`config.mk`:
```
export PLATFORM = sky130hd
export DESIGN_NAME = pipeline_ctrl_flat
export DESIGN_NICKNAME = d
export VERILOG_FILES = /design/src/rtl/pipeline_ctrl_pkg.sv /design/src/rtl/pipeline_ctrl_if.sv /design/src/rtl/pipeline_ctrl_sat_counter.sv /design/src/rtl/pipeline_ctrl.sv /design/src/flat_wrapper.sv
export SDC_FILE = /design/constraint.sdc
export NUM_CORES = 1
export LEC_CHECK = 0
export ABC_AREA = 1
export CAP_MARGIN = 20
export CORE_ASPECT_RATIO = 1.75
export CORE_MARGIN = 10
export CORE_UTILIZATION = 29
export CTS_BUF_LIST = sky130_fd_sc_hd__clkbuf_4
export DETAILED_ROUTE_END_ITERATION = 12
export PLACE_DENSITY_LB_ADDON = 0.3
export REMOVE_ABC_BUFFERS = 1
export SKIP_LAST_GASP = 1
export SLEW_MARGIN = 10
export SYNTH_ARGS = -nofsm -noshare
export SYNTH_HDL_FRONTEND = slang
export SYNTH_SLANG_ARGS = --single-unit
```
`constraint.sdc`:
```
create_clock -name clk_i -period 1.91 [get_ports clk_i]
set_clock_uncertainty 0.05 [all_clocks]
set_input_delay 0.382 -clock clk_i [delete_from_list [all_inputs] [get_ports clk_i]]
set_output_delay 0.382 -clock clk_i [all_outputs]
set_load 0.03 [all_outputs]
```
`src/rtl/pipeline_ctrl_pkg.sv`:
```
// Shared types and defaults for the pipeline stall/flush sequencer.
package pipeline_ctrl_pkg;

    typedef enum logic [1:0] {
        RUN      = 2'd0,
        MEM_WAIT = 2'd1,
        HALT     = 2'd2
    } ctrl_state_t;

    localparam int         DEF_TIMEOUT = 64;
    localparam int         DEF_CNT_W   = 16;
    localparam logic [4:0] REG_ZERO    = 5'd0;

endpackage

```
`src/rtl/pipeline_ctrl_if.sv`:
```
// Hazard inputs, memory handshake and pipeline enables of the stall/flush sequencer.
interface pipeline_ctrl_if #(
    parameter int CNT_W = 16
);
    logic             IDEX_MemRead_i;
    logic [4:0]       IDEX_RegisterRt_i;
    logic [4:0]       IFID_RegisterRs_i;
    logic [4:0]       IFID_RegisterRt_i;
    logic             Branch_taken_i;
    logic             Jump_i;
    logic             dmem_req_i;
    logic             dmem_ack_i;
    logic             PCWrite_o;
    logic             IFIDWrite_o;
    logic             IFIDFlush_o;
    logic             IDEXBubble_o;
    logic             pipe_stall_o;
    logic             err_o;
    logic [CNT_W-1:0] stall_cnt_o;
    logic [CNT_W-1:0] flush_cnt_o;

    // Pipeline side: supplies hazard/memory status, consumes enables.
    modport master (
        output IDEX_MemRead_i, IDEX_RegisterRt_i, IFID_RegisterRs_i, IFID_RegisterRt_i,
        output Branch_taken_i, Jump_i, dmem_req_i, dmem_ack_i,
        input  PCWrite_o, IFIDWrite_o, IFIDFlush_o, IDEXBubble_o, pipe_stall_o,
        input  err_o, stall_cnt_o, flush_cnt_o
    );

    // Sequencer side.
    modport slave (
        input  IDEX_MemRead_i, IDEX_RegisterRt_i, IFID_RegisterRs_i, IFID_RegisterRt_i,
        input  Branch_taken_i, Jump_i, dmem_req_i, dmem_ack_i,
        output PCWrite_o, IFIDWrite_o, IFIDFlush_o, IDEXBubble_o, pipe_stall_o,
        output err_o, stall_cnt_o, flush_cnt_o
    );
endinterface

```
`src/rtl/pipeline_ctrl_sat_counter.sv`:
```
// Saturating up-counter for performance statistics; sticks at all-ones.
module sat_counter #(
    parameter int WIDTH = 16
) (
    input  logic             clk,
    input  logic             rst_n,
    input  logic             inc,
    output logic [WIDTH-1:0] count
);
    // Count qualifying cycles, holding at the maximum value.
    always_ff @(posedge clk or negedge rst_n) begin
        if (!rst_n) begin
            count <= '0;
        end else if (inc && (count != '1)) begin
            count <= count + 1'b1;
        end
    end
endmodule

```
`src/rtl/pipeline_ctrl.sv`:
```
// Stall/flush sequencer: merges load-use, branch/jump and multi-cycle memory
// stalls into one set of pipeline enables, with a memory watchdog and perf counters.
module pipeline_ctrl
    import pipeline_ctrl_pkg::*;
#(
    parameter int TIMEOUT = DEF_TIMEOUT,
    parameter int CNT_W   = DEF_CNT_W
) (
    input  logic                 clk_i,
    input  logic                 rst_i,
    pipeline_ctrl_if.slave       bus
);
    // Wait counter only needs to reach TIMEOUT-1.
    localparam int                WAIT_W    = (TIMEOUT > 2) ? $clog2(TIMEOUT) : 1;
    localparam logic [WAIT_W-1:0] WAIT_LAST = WAIT_W'(TIMEOUT - 1);

    ctrl_state_t      state;
    logic [WAIT_W-1:0] wait_cnt;
    logic             err;
    logic             mem_stall;
    logic             load_use;
    logic             pc_write;
    logic             ifid_write;
    logic             ifid_flush;
    logic             idex_bubble;
    logic             pipe_stall;
    logic [CNT_W-1:0] stall_cnt;
    logic [CNT_W-1:0] flush_cnt;

    assign mem_stall = bus.dmem_req_i && !bus.dmem_ack_i;
    assign load_use  = bus.IDEX_MemRead_i && (bus.IDEX_RegisterRt_i != REG_ZERO) &&
                       ((bus.IDEX_RegisterRt_i == bus.IFID_RegisterRs_i) ||
                        (bus.IDEX_RegisterRt_i == bus.IFID_RegisterRt_i));

    // Priority resolution of the enables; reset, HALT and a pending memory wait all freeze.
    always_comb begin
        pc_write    = 1'b0;
        ifid_write  = 1'b0;
        ifid_flush  = 1'b0;
        idex_bubble = 1'b0;
        pipe_stall  = 1'b1;
        if (rst_i && (state != HALT) && !mem_stall) begin
            pipe_stall = 1'b0;
            if (load_use) begin
                idex_bubble = 1'b1;
            end else begin
                pc_write   = 1'b1;
                ifid_write = 1'b1;
                ifid_flush = bus.Branch_taken_i || bus.Jump_i;
            end
        end
    end

    // Sequencer FSM with watchdog: the RUN cycle that starts a wait is not counted,
    // HALT is taken on the TIMEOUT-th stalled cycle spent in MEM_WAIT.
    always_ff @(posedge clk_i or negedge rst_i) begin
        if (!rst_i) begin
            state    <= RUN;
            wait_cnt <= '0;
            err      <= 1'b0;
        end else begin
            case (state)
                RUN: begin
                    wait_cnt <= '0;
                    if (mem_stall) begin
                        state <= MEM_WAIT;
                    end
                end
                MEM_WAIT: begin
                    if (!mem_stall) begin
                        state    <= RUN;
                        wait_cnt <= '0;
                    end else if (wait_cnt == WAIT_LAST) begin
                        state <= HALT;
                        err   <= 1'b1;
                    end else begin
                        wait_cnt <= wait_cnt + 1'b1;
                    end
                end
                HALT: begin
                    state <= HALT;
                end
                default: begin
                    state    <= RUN;
                    wait_cnt <= '0;
                end
            endcase
        end
    end

    sat_counter #(.WIDTH(CNT_W)) u_stall_cnt (
        .clk   (clk_i),
        .rst_n (rst_i),
        .inc   (!pc_write),
        .count (stall_cnt)
    );

    sat_counter #(.WIDTH(CNT_W)) u_flush_cnt (
        .clk   (clk_i),
        .rst_n (rst_i),
        .inc   (ifid_flush),
        .count (flush_cnt)
    );

    assign bus.PCWrite_o    = pc_write;
    assign bus.IFIDWrite_o  = ifid_write;
    assign bus.IFIDFlush_o  = ifid_flush;
    assign bus.IDEXBubble_o = idex_bubble;
    assign bus.pipe_stall_o = pipe_stall;
    assign bus.err_o        = err;
    assign bus.stall_cnt_o  = stall_cnt;
    assign bus.flush_cnt_o  = flush_cnt;
endmodule

```
`src/flat_wrapper.sv`:
```
// flat-port wrapper written by rule: the top's interface ports become plain ports
module pipeline_ctrl_flat import pipeline_ctrl_pkg::*;
#(
    parameter int TIMEOUT = DEF_TIMEOUT,
    parameter int CNT_W   = DEF_CNT_W
)
  (clk_i, rst_i, bus_IDEX_MemRead_i, bus_IDEX_RegisterRt_i, bus_IFID_RegisterRs_i, bus_IFID_RegisterRt_i, bus_Branch_taken_i, bus_Jump_i, bus_dmem_req_i, bus_dmem_ack_i, bus_PCWrite_o, bus_IFIDWrite_o, bus_IFIDFlush_o, bus_IDEXBubble_o, bus_pipe_stall_o, bus_err_o, bus_stall_cnt_o, bus_flush_cnt_o);
  pipeline_ctrl_if #(.CNT_W(CNT_W)) bus_i ();
  input  logic clk_i;
  input  logic rst_i;
  input wire logic [$bits(bus_i.IDEX_MemRead_i)-1:0] bus_IDEX_MemRead_i;
  input wire logic [$bits(bus_i.IDEX_RegisterRt_i)-1:0] bus_IDEX_RegisterRt_i;
  input wire logic [$bits(bus_i.IFID_RegisterRs_i)-1:0] bus_IFID_RegisterRs_i;
  input wire logic [$bits(bus_i.IFID_RegisterRt_i)-1:0] bus_IFID_RegisterRt_i;
  input wire logic [$bits(bus_i.Branch_taken_i)-1:0] bus_Branch_taken_i;
  input wire logic [$bits(bus_i.Jump_i)-1:0] bus_Jump_i;
  input wire logic [$bits(bus_i.dmem_req_i)-1:0] bus_dmem_req_i;
  input wire logic [$bits(bus_i.dmem_ack_i)-1:0] bus_dmem_ack_i;
  output wire logic [$bits(bus_i.PCWrite_o)-1:0] bus_PCWrite_o;
  output wire logic [$bits(bus_i.IFIDWrite_o)-1:0] bus_IFIDWrite_o;
  output wire logic [$bits(bus_i.IFIDFlush_o)-1:0] bus_IFIDFlush_o;
  output wire logic [$bits(bus_i.IDEXBubble_o)-1:0] bus_IDEXBubble_o;
  output wire logic [$bits(bus_i.pipe_stall_o)-1:0] bus_pipe_stall_o;
  output wire logic [$bits(bus_i.err_o)-1:0] bus_err_o;
  output wire logic [$bits(bus_i.stall_cnt_o)-1:0] bus_stall_cnt_o;
  output wire logic [$bits(bus_i.flush_cnt_o)-1:0] bus_flush_cnt_o;
  assign bus_i.IDEX_MemRead_i = bus_IDEX_MemRead_i;
  assign bus_i.IDEX_RegisterRt_i = bus_IDEX_RegisterRt_i;
  assign bus_i.IFID_RegisterRs_i = bus_IFID_RegisterRs_i;
  assign bus_i.IFID_RegisterRt_i = bus_IFID_RegisterRt_i;
  assign bus_i.Branch_taken_i = bus_Branch_taken_i;
  assign bus_i.Jump_i = bus_Jump_i;
  assign bus_i.dmem_req_i = bus_dmem_req_i;
  assign bus_i.dmem_ack_i = bus_dmem_ack_i;
  assign bus_PCWrite_o = bus_i.PCWrite_o;
  assign bus_IFIDWrite_o = bus_i.IFIDWrite_o;
  assign bus_IFIDFlush_o = bus_i.IFIDFlush_o;
  assign bus_IDEXBubble_o = bus_i.IDEXBubble_o;
  assign bus_pipe_stall_o = bus_i.pipe_stall_o;
  assign bus_err_o = bus_i.err_o;
  assign bus_stall_cnt_o = bus_i.stall_cnt_o;
  assign bus_flush_cnt_o = bus_i.flush_cnt_o;
  pipeline_ctrl #(.TIMEOUT(TIMEOUT), .CNT_W(CNT_W)) u_core (.clk_i(clk_i), .rst_i(rst_i), .bus(bus_i));
endmodule
```
==> summary.md <==
| Metric | Value |
|---|---|
| DR vias | 2,691 |
| Dpl ws | -0.3349 ns |
| Worst-path clk slew | 0.13 ns |
| Tot GR Track Use | 11.31% |
| Total Routed Length | 7434 microns |
| Final hold violations | 0 |
| H-tree depth | 2 |
| Cell Chain, Critical Path | clkdlybuf4s50_1, inv_1, nor2_2, inv_2, nand3_4, buf_6, a21oi_4, buf_6 |
| Synth Register Bits | 41 |
| Initial antenna violation count | 0 |
| Final Power | 2807 uW |
| Avg Cell Area, Syn | 7.154 sq um |
| Switch Pwr | 1161 uW |
| DR iter-0 viols | 72 |
| Routed WL per cell | 12.64 microns |
| P_int | 1646 uW |
| Unrepaired setup endpoints after global routing | yes |
| Sequential share of power | 39.6% |
| Layout area overhead | 38.69% |
| Endpoints failing setup | 2 |
| Synth warnings | 0 |
| CP max stage delay | 0.40 ns |
| Maximum VDD drop | 551.3 uV |
| Number of remaining DRC errors | 0 |
| Failing checks | negative setup slack |
| Syn Inst Count | 372 |
| IO buf count | 59 |
| Vias in the first global route | 2,776 |
| Initial core utilization | 29.45% |
| 1st-pass router iterations | 5 |
| Max-cap violations | 0 |
| Nets | 492 |
| Worst skew pair latency | 0.36 ns |
| Crit start category | primary input |
| Pwr/cell area | 760.4 nW/um^2 |
| Slew HR | 63.90% |
| Critical-path cell with the highest stage delay | clkdlybuf4s50_1 |
| Synth Cell Area | 2661 sq um |
| Ant. Diodes | 0 |
| Req. time, crit path | 1.48 ns |
| Grt ovf | 0 |
| FP Rows | 46 |
| CTS tree | built |
| Die Ht | 146.7 microns |
| CP endpoint kind | output pin |
| Slew Limit Fails | 0 |
| Detail Route Antenna Nets | 0 |
| Via density | 4.577 |
| Worst-margin pin slew | 0.5414 ns |
| Placed inst area | 3547 sq um |
| Yosys cell types | 26 |
| Setup ws final | -0.02946 ns |
| Cell mode on critical path | buf_6 |
| Clock buffer depth | 2 |
| Comb pwr share | 44.5% |
| Sink Count | 41 |
| Share of cells above drive strength 1 | 17.09% |
| Final RePlAce weighted congestion | 0.8973 |
| Clock power share | 15.9% |
| Die Wd | 92.42 microns |
| Final instance area | 3691 sq um |
| Crit path kind | primary input to output pin |
| Clock Root Buffer | clkbuf_4 |
| Switching Fraction | 41.36% |
| Largest net degree at the start of global routing | 42 |
| Fin crit period | 1.939 ns |
| Final period util | 101.5% |
| Max Freq | 0.5156 GHz |
| Most frequent cells in the layout | nand2_1 (117), inv_1 (47), dlygate4sd2_1 (41), dfrtp_1 (41), buf_4 (35) |
| P_leak | 0.001964 uW |
| Post-synthesis sequential area ratio | 38.55% |
| TritonCTS Buffers | 5 |
| Tightest Hold Check Type | primary input to async pin |
| Core area | 9036 sq um |
| Crit path DAT | 1.51 ns |
| Io pins | 60 |
| Crit-path max FO | 3 |
| Area of the die | 13,560 sq um |
| DPL Wire Length | 5898 microns |
| Commonest non-fill, non-tap cell in the layout | nand2_1 |
| First-pass GRT wire length | 12,670 microns |
| Run status | complete, but fails checks |
## area by class of cell
type | count | area [sq um]
fillers | 973 | 5345
clock inverters | 2 | 10.01
inverters | 52 | 195.2
multi-input cells | 271 | 1450
flip-flops and latches | 41 | 1026
clock buffers | 6 | 45.04
repair buffers | 96 | 814.5
well taps | 120 | 150.1
## kinds of logic after synthesis
group | share of synthesized area [%]
AOI/OAI and AO/OA | 3.526
and+or+nand+nor | 37.75
xor gates and xnor gates | 8.886
DFF | 38.55
adders and majority gates | 1.411
buffers and inverters | 9.873
## cells in the mapped netlist
cell type	n	share of area, %
a21oi_1	3	0.56
a21oi_2	1	0.33
buf_2	1	0.19
buf_4	2	0.56
buf_6	1	0.42
buf_8	1	0.56
clkbuf_1	2	0.28
clkbuf_8	1	0.52
dfrtp_1	41	39
ha_1	3	1.4
inv_1	52	7.3
nand2_1	120	17
nand2_2	2	0.47
nand2_4	1	0.42
nand3_1	32	6.0
nand3b_1	1	0.28
nand4_1	25	5.9
nand4_4	1	0.80
nor2_1	34	4.8
nor2_4	1	0.42
nor3_1	6	1.1
nor3_4	1	0.61
o21ai_0	11	2.1
o31ai_1	2	0.56
xnor2_1	13	4.3
xor2_1	14	4.6
## critical path: cells and delay by family
family	cells	cell delay (ns)
AO/OA/AOI/OAI	1	0.17
AND/OR/NAND/NOR	2	0.12
buffers and inverters	5	0.84
## power by group through the flow
| stage | Clock [uW] | Combinational [uW] | Sequential, uW |
|---|---|---|---|
| 6_report | 446 | 1250 | 1110 |
| 5_1_grt | 524 | 1370 | 1140 |
| 4_1_cts | 480 | 1210 | 1120 |
| 3_5_place_dp | 0 | 1240 | 1140 |
| 3_3_place_gp | 0 | 1230 | 1140 |
| 2_1_floorplan | 0 | 444 | 1340 |
## worst paths after layout
check / startpoint / to / slack [ns] / cells after the start
setup / recovery: bus_dmem_req_i / bus_PCWrite_o / -0.03 / 8
hold / removal: rst_i / u_core.u_flush_cnt.count[2] / 0.11 / 2
setup reg to reg: u_core.u_stall_cnt.count[0] / u_core.u_stall_cnt.count[3] / 0.13 / 9
hold reg to reg: u_core.bus.err_o / u_core.bus.err_o / 0.45 / 2
max in group asynchronous: rst_i / u_core.wait_cnt[3] / 1.32 / 2
min in group clk_i: u_core.bus.err_o / u_core.bus.err_o / 0.45 / 2
## state kept, by name, summed over array words and instances, names as in the netlist
register,count
u_core.u_flush_cnt.count,16
u_core.u_stall_cnt.count,16
u_core.wait_cnt,6
u_core.state,2
u_core.bus.err_o,1
## per-stage QoR
step	TNS [ns]	cells	utilization [%]	hold WS [ns]
final	-0.05830	588	40.85	0.1132
after global routing	-0.3103	588	40.85	0.1244
after CTS	-0.1549	583	40.22	0.1306
after detailed placement	-9.536	572	39.26	0.4284
after global placement	-8.664	572	39.26	0.4071
after floorplan	-5.963	364	-	0.03641
## repair_timing
item / in CTS / in global routing
resized for setup: 68 / 22
gates cloned: 0 / 0
hold endpoints to repair: 0 / 0
setup endpoints to repair: 37 / 25
buffers inserted: 3 / 5
hold buffers: 0 / 0
pin swaps: 11 / 12
## per-layer routing
layer / track usage, % / up-vias / share of wire, %
met1: 10.86 / 1265 / 37
met4: 3.876 / 0 / 1.5
met5: 0 / - / 0
li1: - / 1372 / -
met2: 21.56 / 45 / 56
met3: 3.673 / 9 / 5.9
Power figures use the tool's default switching activity.
